==> src/rtl/swa_pkg.sv <==
// Shared definitions for the serial word adder.
// Contents: FSM state encoding and the byte width processed per cycle.
package swa_pkg;

  localparam int unsigned BYTE_W = 8;

  typedef enum logic [1:0] {
    IDLE = 2'd0,
    RUN  = 2'd1,
    DONE = 2'd2
  } swa_state_e;

endpackage : swa_pkg

==> src/rtl/conditional_sum_adder.sv <==
// 8-bit conditional sum adder: every block is summed for both possible
// carry-ins and the real carry selects between them, doubling the block
// size at each of three levels (1 -> 2 -> 4 -> 8 bits).
// Ports:
//   x, y : operand bytes
//   c0   : carry-in
//   S    : 8-bit sum
//   c8   : carry-out
module conditional_sum_adder
  import swa_pkg::*;
(
  input  logic [BYTE_W-1:0] x,
  input  logic [BYTE_W-1:0] y,
  input  logic              c0,
  output logic [BYTE_W-1:0] S,
  output logic              c8
);

  // Level 0: single-bit blocks, sums/carries for carry-in 0 and 1.
  logic [7:0] sum_ci0_l0, sum_ci1_l0, cy_ci0_l0, cy_ci1_l0;
  // Level 1: 2-bit blocks.
  logic [7:0] sum_ci0_l1, sum_ci1_l1;
  logic [3:0] cy_ci0_l1, cy_ci1_l1;
  // Level 2: 4-bit blocks.
  logic [7:0] sum_ci0_l2, sum_ci1_l2;
  logic [1:0] cy_ci0_l2, cy_ci1_l2;
  // Level 3: whole byte.
  logic [7:0] sum_ci0_l3, sum_ci1_l3;
  logic       cy_ci0_l3, cy_ci1_l3;

  assign sum_ci0_l0 = x ^ y;
  assign sum_ci1_l0 = ~(x ^ y);
  assign cy_ci0_l0  = x & y;
  assign cy_ci1_l0  = x | y;

  // Merge pairs of 1-bit blocks; the lower block's carry picks the upper result.
  for (genvar k = 0; k < 4; k++) begin : g_lvl1
    assign sum_ci0_l1[2*k]   = sum_ci0_l0[2*k];
    assign sum_ci1_l1[2*k]   = sum_ci1_l0[2*k];
    assign sum_ci0_l1[2*k+1] = cy_ci0_l0[2*k] ? sum_ci1_l0[2*k+1] : sum_ci0_l0[2*k+1];
    assign sum_ci1_l1[2*k+1] = cy_ci1_l0[2*k] ? sum_ci1_l0[2*k+1] : sum_ci0_l0[2*k+1];
    assign cy_ci0_l1[k]      = cy_ci0_l0[2*k] ? cy_ci1_l0[2*k+1] : cy_ci0_l0[2*k+1];
    assign cy_ci1_l1[k]      = cy_ci1_l0[2*k] ? cy_ci1_l0[2*k+1] : cy_ci0_l0[2*k+1];
  end

  // Merge pairs of 2-bit blocks.
  for (genvar k = 0; k < 2; k++) begin : g_lvl2
    assign sum_ci0_l2[4*k +: 2]   = sum_ci0_l1[4*k +: 2];
    assign sum_ci1_l2[4*k +: 2]   = sum_ci1_l1[4*k +: 2];
    assign sum_ci0_l2[4*k+2 +: 2] = cy_ci0_l1[2*k] ? sum_ci1_l1[4*k+2 +: 2] : sum_ci0_l1[4*k+2 +: 2];
    assign sum_ci1_l2[4*k+2 +: 2] = cy_ci1_l1[2*k] ? sum_ci1_l1[4*k+2 +: 2] : sum_ci0_l1[4*k+2 +: 2];
    assign cy_ci0_l2[k]           = cy_ci0_l1[2*k] ? cy_ci1_l1[2*k+1] : cy_ci0_l1[2*k+1];
    assign cy_ci1_l2[k]           = cy_ci1_l1[2*k] ? cy_ci1_l1[2*k+1] : cy_ci0_l1[2*k+1];
  end

  // Merge the two nibbles.
  assign sum_ci0_l3[3:0] = sum_ci0_l2[3:0];
  assign sum_ci1_l3[3:0] = sum_ci1_l2[3:0];
  assign sum_ci0_l3[7:4] = cy_ci0_l2[0] ? sum_ci1_l2[7:4] : sum_ci0_l2[7:4];
  assign sum_ci1_l3[7:4] = cy_ci1_l2[0] ? sum_ci1_l2[7:4] : sum_ci0_l2[7:4];
  assign cy_ci0_l3       = cy_ci0_l2[0] ? cy_ci1_l2[1] : cy_ci0_l2[1];
  assign cy_ci1_l3       = cy_ci1_l2[0] ? cy_ci1_l2[1] : cy_ci0_l2[1];

  // Real carry-in makes the final selection.
  assign S  = c0 ? sum_ci1_l3 : sum_ci0_l3;
  assign c8 = c0 ? cy_ci1_l3  : cy_ci0_l3;

endmodule : conditional_sum_adder

==> src/rtl/serial_word_adder.sv <==
// Byte-serial word adder: captures a, b and cin, then adds one byte per
// cycle through a single 8-bit conditional sum adder, LSB byte first.
// Result is presented with a valid/ready handshake.
// Optional feature: define SWA_SIGNED_OVERFLOW_EN to add the ovf output
// (signed two's-complement overflow of the whole word).
// Ports:
//   clk, rst             : clock, asynchronous active-high reset
//   in_valid / in_ready  : operand handshake (ready only in IDLE)
//   a, b, cin            : operands and carry-in, sampled on accept
//   out_valid / out_ready: result handshake (valid only in DONE)
//   sum, cout            : registered result and final carry
//   ovf                  : signed overflow (only with SWA_SIGNED_OVERFLOW_EN)
// NUM_BYTES legal range is 2..8.
module serial_word_adder
  import swa_pkg::*;
#(
  parameter int unsigned NUM_BYTES = 4
) (
  input  logic                        clk,
  input  logic                        rst,
  input  logic                        in_valid,
  output logic                        in_ready,
  input  logic [BYTE_W*NUM_BYTES-1:0] a,
  input  logic [BYTE_W*NUM_BYTES-1:0] b,
  input  logic                        cin,
  output logic                        out_valid,
  input  logic                        out_ready,
  output logic [BYTE_W*NUM_BYTES-1:0] sum,
  output logic                        cout
`ifdef SWA_SIGNED_OVERFLOW_EN
  ,
  output logic                        ovf
`endif
);

  localparam int unsigned WORD_W   = BYTE_W * NUM_BYTES;
  localparam int unsigned IDX_W    = $clog2(NUM_BYTES);
  localparam int unsigned LAST_IDX = NUM_BYTES - 1;

  swa_state_e        state_q, state_d;
  logic [IDX_W-1:0]  idx_q, idx_d;
  logic              carry_q, carry_d;
  logic [WORD_W-1:0] a_q, a_d;
  logic [WORD_W-1:0] b_q, b_d;
  logic [WORD_W-1:0] sum_q, sum_d;
  logic              cout_q, cout_d;
  logic              in_ready_q, in_ready_d;
  logic              out_valid_q, out_valid_d;
`ifdef SWA_SIGNED_OVERFLOW_EN
  logic              ovf_q, ovf_d;
`endif

  logic [BYTE_W-1:0] a_byte, b_byte, add_s;
  logic              add_c;

  // Current byte lane of the captured operands.
  assign a_byte = a_q[idx_q*BYTE_W +: BYTE_W];
  assign b_byte = b_q[idx_q*BYTE_W +: BYTE_W];

  conditional_sum_adder u_csa (
    .x  (a_byte),
    .y  (b_byte),
    .c0 (carry_q),
    .S  (add_s),
    .c8 (add_c)
  );

  // Next-state and datapath update.
  always_comb begin
    state_d = state_q;
    idx_d   = idx_q;
    carry_d = carry_q;
    a_d     = a_q;
    b_d     = b_q;
    sum_d   = sum_q;
    cout_d  = cout_q;
`ifdef SWA_SIGNED_OVERFLOW_EN
    ovf_d   = ovf_q;
`endif

    unique case (state_q)
      IDLE: begin
        if (in_valid) begin
          a_d     = a;
          b_d     = b;
          carry_d = cin;
          idx_d   = '0;
          state_d = RUN;
        end
      end
      RUN: begin
        sum_d[idx_q*BYTE_W +: BYTE_W] = add_s;
        carry_d = add_c;
        idx_d   = idx_q + IDX_W'(1);
        if (idx_q == IDX_W'(LAST_IDX)) begin
          cout_d  = add_c;
`ifdef SWA_SIGNED_OVERFLOW_EN
          // add_s[MSB] is the word sign bit on the last byte.
          ovf_d   = (a_q[WORD_W-1] == b_q[WORD_W-1]) &&
                    (add_s[BYTE_W-1] != a_q[WORD_W-1]);
`endif
          state_d = DONE;
        end
      end
      DONE: begin
        // No re-accept on this edge: IDLE is entered first.
        if (out_ready) begin
          state_d = IDLE;
        end
      end
      default: state_d = IDLE;
    endcase

    in_ready_d  = (state_d == IDLE);
    out_valid_d = (state_d == DONE);
  end

  // State and datapath registers.
  always_ff @(posedge clk or posedge rst) begin
    if (rst) begin
      state_q     <= IDLE;
      idx_q       <= '0;
      carry_q     <= 1'b0;
      a_q         <= '0;
      b_q         <= '0;
      sum_q       <= '0;
      cout_q      <= 1'b0;
      in_ready_q  <= 1'b1;
      out_valid_q <= 1'b0;
`ifdef SWA_SIGNED_OVERFLOW_EN
      ovf_q       <= 1'b0;
`endif
    end else begin
      state_q     <= state_d;
      idx_q       <= idx_d;
      carry_q     <= carry_d;
      a_q         <= a_d;
      b_q         <= b_d;
      sum_q       <= sum_d;
      cout_q      <= cout_d;
      in_ready_q  <= in_ready_d;
      out_valid_q <= out_valid_d;
`ifdef SWA_SIGNED_OVERFLOW_EN
      ovf_q       <= ovf_d;
`endif
    end
  end

  assign in_ready  = in_ready_q;
  assign out_valid = out_valid_q;
  assign sum       = sum_q;
  assign cout      = cout_q;
`ifdef SWA_SIGNED_OVERFLOW_EN
  assign ovf       = ovf_q;
`endif

endmodule : serial_word_adder

==> config.mk <==
export PLATFORM = sky130hd
export DESIGN_NAME = serial_word_adder
export DESIGN_NICKNAME = d
export VERILOG_FILES = /design/src/rtl/swa_pkg.sv /design/src/rtl/conditional_sum_adder.sv /design/src/rtl/serial_word_adder.sv
export SDC_FILE = /design/constraint.sdc
export NUM_CORES = 1
export LEC_CHECK = 0
export ABC_AREA = 1
export CAP_MARGIN = 20
export CORE_ASPECT_RATIO = 0.8
export CORE_MARGIN = 3
export CORE_UTILIZATION = 52
export CTS_CLUSTER_SIZE = 30
export DETAILED_ROUTE_END_ITERATION = 10
export GPL_TIMING_DRIVEN = 1
export HOLD_SLACK_MARGIN = 0.12
export PLACE_DENSITY = 0.8
export SLEW_MARGIN = 20
export SYNTH_ARGS = -nofsm -noshare
export SYNTH_HDL_FRONTEND = slang
export SYNTH_SLANG_ARGS = --single-unit
==> constraint.sdc <==
create_clock -name clk -period 7.4 [get_ports clk]
set_input_delay 1.48 -clock clk [delete_from_list [all_inputs] [get_ports clk]]
set_output_delay 1.48 -clock clk [all_outputs]
set_load 0.005 [all_outputs]
==> results of run 1 <==
==> metrics by stage <==
| stage | setup WS [ns] | power [mW] | instances | hold slack (ns) | util |
|---|---|---|---|---|---|
| 2_1_floorplan | 3.189 | 2.434 | 678 | 0.4487 | - |
| 3_3_place_gp | 3.088 | 2.933 | 892 | 0.4653 | 0.6532 |
| 3_5_place_dp | 3.065 | 3.052 | 892 | 0.4654 | 0.6532 |
| 4_1_cts | 3.438 | 3.525 | 908 | 0.4840 | 0.6819 |
| 5_1_grt | 3.681 | 3.853 | 908 | 0.5045 | 0.6824 |
| 6_report | 3.937 | 3.552 | 908 | 0.4814 | 0.6824 |
==> cells in the mapped netlist, drive strengths merged <==
master | instances | share of area
buf | 22 | 0.021
nor3 | 2 | 0.0040
o21ai | 22 | 0.022
xor2 | 7 | 0.011
dfrtp | 103 | 0.48
nand4 | 8 | 0.0094
a32oi | 16 | 0.026
inv | 44 | 0.031
clkbuf | 6 | 0.0080
clkinv | 2 | 0.0014
ha | 22 | 0.052
o22ai | 1 | 0.0012
xnor2 | 4 | 0.0066
dfstp | 1 | 0.0049
a21oi | 18 | 0.017
a22o | 2 | 0.0033
nand3 | 15 | 0.016
nand2 | 367 | 0.27
nor2 | 16 | 0.015
==> final timing paths <==
path,start,endpoint,slack [ns],cells after the start
setup / recovery,in_valid,carry_q$_DFFE_PP0P_,3.94,9
hold / removal,sum[10]$_DFFE_PP0P_,sum[10]$_DFFE_PP0P_,0.48,2
setup reg to reg,idx_q[0]$_DFFE_PP0P_,sum[27]$_DFFE_PP0P_,4.04,14
hold reg to reg,sum[10]$_DFFE_PP0P_,sum[10]$_DFFE_PP0P_,0.48,2
max in group asynchronous,rst,sum[25]$_DFFE_PP0P_,4.69,3
min in group asynchronous,rst,a_q[31]$_DFFE_PP0P_,1.48,2
==> registers in the layout (all words and copies together), names as in the netlist <==
name,count
sum,32
carry_q,1
out_valid,1
b_q,32
a_q,32
idx_q,2
in_ready,1
cout,1
state_q,2
==> logic make-up (layout without fill, tap and decap cells) <==
group,count (synthesis),in the layout,synth area share
adder cells (fa/ha/maj),22,22,0.05163
XOR/XNOR,11,11,0.01807
buffers and inverters,74,168,0.06102
AO/OA/AOI/OAI,59,59,0.06970
flip-flops,104,104,0.4884
AND/OR/NAND/NOR,408,408,0.3112
==> area by class of cell <==
class,count,share of cell area
clock buffers,10,0.03421
clock inverters,6,0.007850
inverters,46,0.02617
multi-input cells,500,0.3600
flip-flops and latches,104,0.3890
well taps,136,0.02542
repair buffers,106,0.1574
==> worst min-delay path, delay by kind of cell (launching register included) <==
kind	cells	cell delay [ns]
flip-flops	1	0.34
AND/OR/NAND/NOR	2	0.11
==> power by group <==
group | internal, mW | total [mW] | switching, mW
registers | 0.815 | 0.962 | 0.148
clock network | 0.234 | 0.462 | 0.228
logic | 0.754 | 2.13 | 1.37
==> routing by layer <==
layer,vias to the layer above,share of wire,GRT usage
li1,2299,-,-
met1,2301,0.43,0.3348
met2,166,0.49,0.4095
met3,8,0.072,0.05821
met4,0,0.0084,0.06172
met5,-,0,0
==> results.sh, run 1 <==
export IMPL_status="completed"
export IMPL_worstPathCellList="clkdlybuf4s50_1, nand2_4, inv_2, nor2_1, inv_1, o22ai_1, inv_1, nand2_1, inv_1"
export IMPL_ios=104
export IMPL_place_detailed_hpwl_mm=9.568
export IMPL_max_stage_delay_ns=0.89
export IMPL_ir_drop_uv=248.5
export IMPL_place_congestion=0.8725
export IMPL_crit_buf_inv=5
export IMPL_placementRows=32
export IMPL_setup_viol=0
export IMPL_max_cap_violations=0
export IMPL_final_cell_area_mm2=0.006694
export IMPL_antenna_found_initial=0
export IMPL_track_usage=0.2478
export IMPL_grt_pass1_wl_mm=22.58
export IMPL_critPathTopFamily="buffers and inverters"
export IMPL_core_area_mm2=0.009809
export IMPL_chipWidth_um=119.2
export IMPL_max_slew_margin=0.3401
export IMPL_critical_path_endpoint_type="flip-flop"
export IMPL_num_vias=4774
export IMPL_critPathMaxFanout=66
export IMPL_powerDensity_mw_per_mm2=530.7
export IMPL_finClkSkew_ns=0.01712
export IMPL_min_period_ns=3.463
export IMPL_post_cts_buffers=0
export IMPL_syn_inst=678
export IMPL_start_util=0.5435
export IMPL_grt_pass1_vias=4727
export IMPL_grt_max_degree=72
export IMPL_portBuffers=103
export IMPL_ys_seq_area_frac=0.4884
export IMPL_clk_latency_ns=0.36
export IMPL_critPathKind="primary input to flip-flop"
export IMPL_period_share=0.4680
export IMPL_netlist_area_mm2=0.005331
export IMPL_finalSetupTns_ns=0
export IMPL_final_common_cell="nand2_1"
export IMPL_min_path_type="flip-flop to flip-flop"
export IMPL_cts_root_buf="clkbuf_16"
export IMPL_wl_mm=13.60
export IMPL_hold_violations=0
export IMPL_slowest_stage="inv_2"
export IMPL_leakagePower_nw=3.432
export IMPL_first_iter_violations=379
export IMPL_cts_buffers=9
export IMPL_dieArea_mm2=0.01151
export IMPL_gr_total_overflow=0
export IMPL_fmax_ghz=0.2887
export IMPL_yosys_warnings=0
export IMPL_ys_ff_latch=104
export IMPL_synth_nets=769
export IMPL_syn_avg_cell_area_um2=7.863
export IMPL_final_max_slew_viol_count=0
export IMPL_path_common_cell="inv_1"
export IMPL_fp_dieH_um=96.57
export IMPL_post_synth_num_cell_types=28
export IMPL_seq_area_mm2=0.002604
export IMPL_worst_slew_pin_slew_ns=0.9883
export IMPL_viasPerCell=5.258
export IMPL_htreeDepth=3
export IMPL_cts_resized=0
export IMPL_place_area_mm2=0.006407
export IMPL_drt_pre_antenna_iters=5
export IMPL_ctsLongestPathBuffers=2
export IMPL_cts_tree="built"
export IMPL_cts_clk_slew_worst_paths_ns=0.07
export IMPL_area_growth_pct=25.56
export IMPL_worstSetupStartpointType="primary input"
export IMPL_arrival_ns=3.76
export IMPL_wl_per_cell_um=14.98
export IMPL_nFillCells=824
export IMPL_mostFrequentLayoutCells="355 x nand2_1, 103 x dfrtp_1, 103 x clkdlybuf4s50_1"
export IMPL_drc=0
export IMPL_postRouteAntennaNets=0
export IMPL_multiInputGateArea_mm2=0.002410
export IMPL_nets=858
export IMPL_antenna_cells=0
export IMPL_layout_drive_gt1_share=0.06347
export IMPL_rsz0062_at_grt="no"
export IMPL_cts_sinks=104
export IMPL_holdBufCountCts=0
export IMPL_cp_required_ns=7.69
Note: power is estimated with default switching activity, not from simulation.
==> run 2: changes to the inputs <==
CORE_UTILIZATION = 47   (was 52)
PLACE_DENSITY = 0.76   (was 0.8)
clock period = 2.8 ns   (was 7.4 ns; I/O delays follow)
==> results.sh, run 2 (same netlist as run 1, synthesis figures left out) <==
export IMPL_placementRows=34
export IMPL_wl_mm=12.85
export IMPL_clk_latency_ns=0.35
export IMPL_ff2ff_path_depth=16
export IMPL_slowest_stage="dfrtp_2"
export IMPL_critPathMaxFanout=13
export IMPL_seqPwrFrac=0.273
export IMPL_stdcell_count=923
export IMPL_crit_buf_inv=4
export IMPL_worst_r2r_endpoint="sum[21]$_DFFE_PP0P_"
export IMPL_final_max_slew_viol_count=0
export IMPL_cts_root_buf="clkbuf_16"
export IMPL_cts_clk_slew_worst_paths_ns=0.07
export IMPL_dieArea_mm2=0.01267
export IMPL_path_common_cell="nand2_1"
export IMPL_chipWidth_um=125.1
export IMPL_final_common_cell="nand2_1"
export IMPL_ios=104
export IMPL_post_cts_buffers=0
export IMPL_holdBufCountCts=0
export IMPL_grt_pass1_wl_mm=21.91
export IMPL_portBuffers=103
export IMPL_nets=865
export IMPL_hold_start="sum[5]$_DFFE_PP0P_"
export IMPL_layout_drive_gt1_share=0.07574
export IMPL_postLayoutCoreUtil=0.6232
export IMPL_worst_r2r_setup_slack_ns=0.26
export IMPL_setup_viol=0
export IMPL_viasPerCell=5.081
export IMPL_start_util=0.4858
export IMPL_reg2reg_from="idx_q[0]$_DFFE_PP0P_"
export IMPL_powerDensity_mw_per_mm2=1384
export IMPL_p_int_mw=4.950
export IMPL_wl_per_cell_um=13.92
export IMPL_antenna_found_initial=0
export IMPL_combPwrFrac=0.590
export IMPL_fp_dieH_um=101.3
export IMPL_ir_drop_uv=736.3
export IMPL_cts_sinks=104
export IMPL_drt_pre_antenna_iters=4
export IMPL_min_path_type="flip-flop to flip-flop"
export IMPL_cp_required_ns=3.04
export IMPL_postRouteAntennaNets=0
export IMPL_gr_total_overflow=0
export IMPL_cts_resized=0
export IMPL_holdPathStages=2
export IMPL_place_detailed_hpwl_mm=9.616
export IMPL_htreeDepth=3
export IMPL_leakagePower_nw=3.499
export IMPL_power_frac_clock=0.138
export IMPL_max_stage_delay_ns=0.42
export IMPL_grt_pass1_vias=4608
export IMPL_num_vias=4690
export IMPL_first_iter_violations=341
export IMPL_max_slew_margin=0.5704
export IMPL_fmax_ghz=0.3936
export IMPL_area_growth_pct=28.30
export IMPL_place_area_mm2=0.006523
export IMPL_rsz0062_at_grt="no"
export IMPL_antenna_cells=0
export IMPL_min_period_ns=2.541
export IMPL_mostFrequentLayoutCells="355 x nand2_1, 103 x clkdlybuf4s50_1, 102 x dfrtp_1"
export IMPL_cts_buffers=9
export IMPL_finClkSkew_ns=0.008518
export IMPL_core_area_mm2=0.01098
export IMPL_critPathTopFamily="simple AND/OR/NAND/NOR gates"
export IMPL_p_sw_mw=4.516
export IMPL_ctsLongestPathBuffers=2
export IMPL_cts_tree="built"
export IMPL_arrival_ns=2.78
export IMPL_worstPathCellList="inv_2, buf_4, nand2_1, a32oi_1, inv_1, ha_1, nand2_1, inv_1, nor2_1, nand2_1, nand3_2, nand2_2, nand2_1, nand2_2, nand3_1, nand2_1"
export IMPL_grt_max_degree=66
export IMPL_placed_cells=907
export IMPL_period_share=0.9074
export IMPL_worstSetupStartpointType="flip-flop"
export IMPL_max_cap_violations=0
export IMPL_critPathKind="flip-flop to flip-flop"
export IMPL_track_usage=0.2119
export IMPL_whs_endpoint="sum[5]$_DFFE_PP0P_"
export IMPL_final_cell_area_mm2=0.006840
export IMPL_drc=0
export IMPL_worst_slew_pin_slew_ns=0.6444
export IMPL_place_congestion=0.8458
export IMPL_p_sw_frac=0.4771
export IMPL_status="completed"
export IMPL_finalSetupTns_ns=0
export IMPL_critical_path_endpoint_type="flip-flop"
export IMPL_hold_violations=0
## run 2: cell type report
| class | count | area [um^2] |
|---|---|---|
| clock buffer | 9 | 225.2 |
| clock inverter | 7 | 88.84 |
| fill | 943 | 4135 |
| inverter | 46 | 176.4 |
| multi-input combinational | 500 | 2409 |
| sequential | 104 | 2605 |
| tap | 144 | 180.2 |
| timing repair buffer | 113 | 1156 |
## run 2: metal layers
| metal | part of all wire | up-vias | global-route usage |
|---|---|---|---|
| li1 | - | 2313 | - |
| met1 | 0.46 | 2227 | 0.2915 |
| met2 | 0.47 | 132 | 0.3391 |
| met3 | 0.052 | 18 | 0.05008 |
| met4 | 0.016 | 0 | 0.06333 |
| met5 | 0 | - | 0 |
## run 2: how the worst max path moves through the flow
stage	slack, ns	depth (start not counted)	startpoint	endpoint
2_1_floorplan	0.58	17	idx_q[0]$_DFFE_PP0P_	carry_q$_DFFE_PP0P_
3_5_place_dp	0.33	16	idx_q[0]$_DFFE_PP0P_	sum[21]$_DFFE_PP0P_
6_report	0.26	16	idx_q[0]$_DFFE_PP0P_	sum[21]$_DFFE_PP0P_
4_1_cts	0.29	13	idx_q[0]$_DFFE_PP0P_	sum[15]$_DFFE_PP0P_
3_3_place_gp	0.39	12	idx_q[0]$_DFFE_PP0P_	sum[10]$_DFFE_PP0P_
5_1_grt	0.02	16	idx_q[0]$_DFFE_PP0P_	sum[14]$_DFFE_PP0P_
## run 2: power by group through the flow
stage / clock, mW / combinational [mW] / sequential [mW]
global route: 1.39 / 6.33 / 2.65
floorplan: 0 / 3.96 / 2.47
global placement: 0 / 5.29 / 2.60
detailed placement: 0 / 5.49 / 2.60
CTS: 1.32 / 5.53 / 2.58
finish: 1.30 / 5.58 / 2.58
## run 2: tightest hold or removal path: stages, from the launching register on
cell and delay, ns:
dfrtp_1 0.35, nand2_1 0.05, nand2_1 0.05
## run 2: through the flow
step | hold WS (ns) | worst slack, ns | total power [mW]
2_1_floorplan | 0.4487 | 0.5817 | 6.434
5_1_grt | 0.5028 | 0.01531 | 10.37
3_3_place_gp | 0.4645 | 0.3888 | 7.885
3_5_place_dp | 0.4661 | 0.3262 | 8.085
6_report | 0.4860 | 0.2592 | 9.466
4_1_cts | 0.4854 | 0.2950 | 9.435
==> run 3: changes to the inputs <==
CTS_CLUSTER_SIZE = 28   (was 30)
==> results of run 3 <==
Final layout, timing and power as in run 2 (identical DEF).
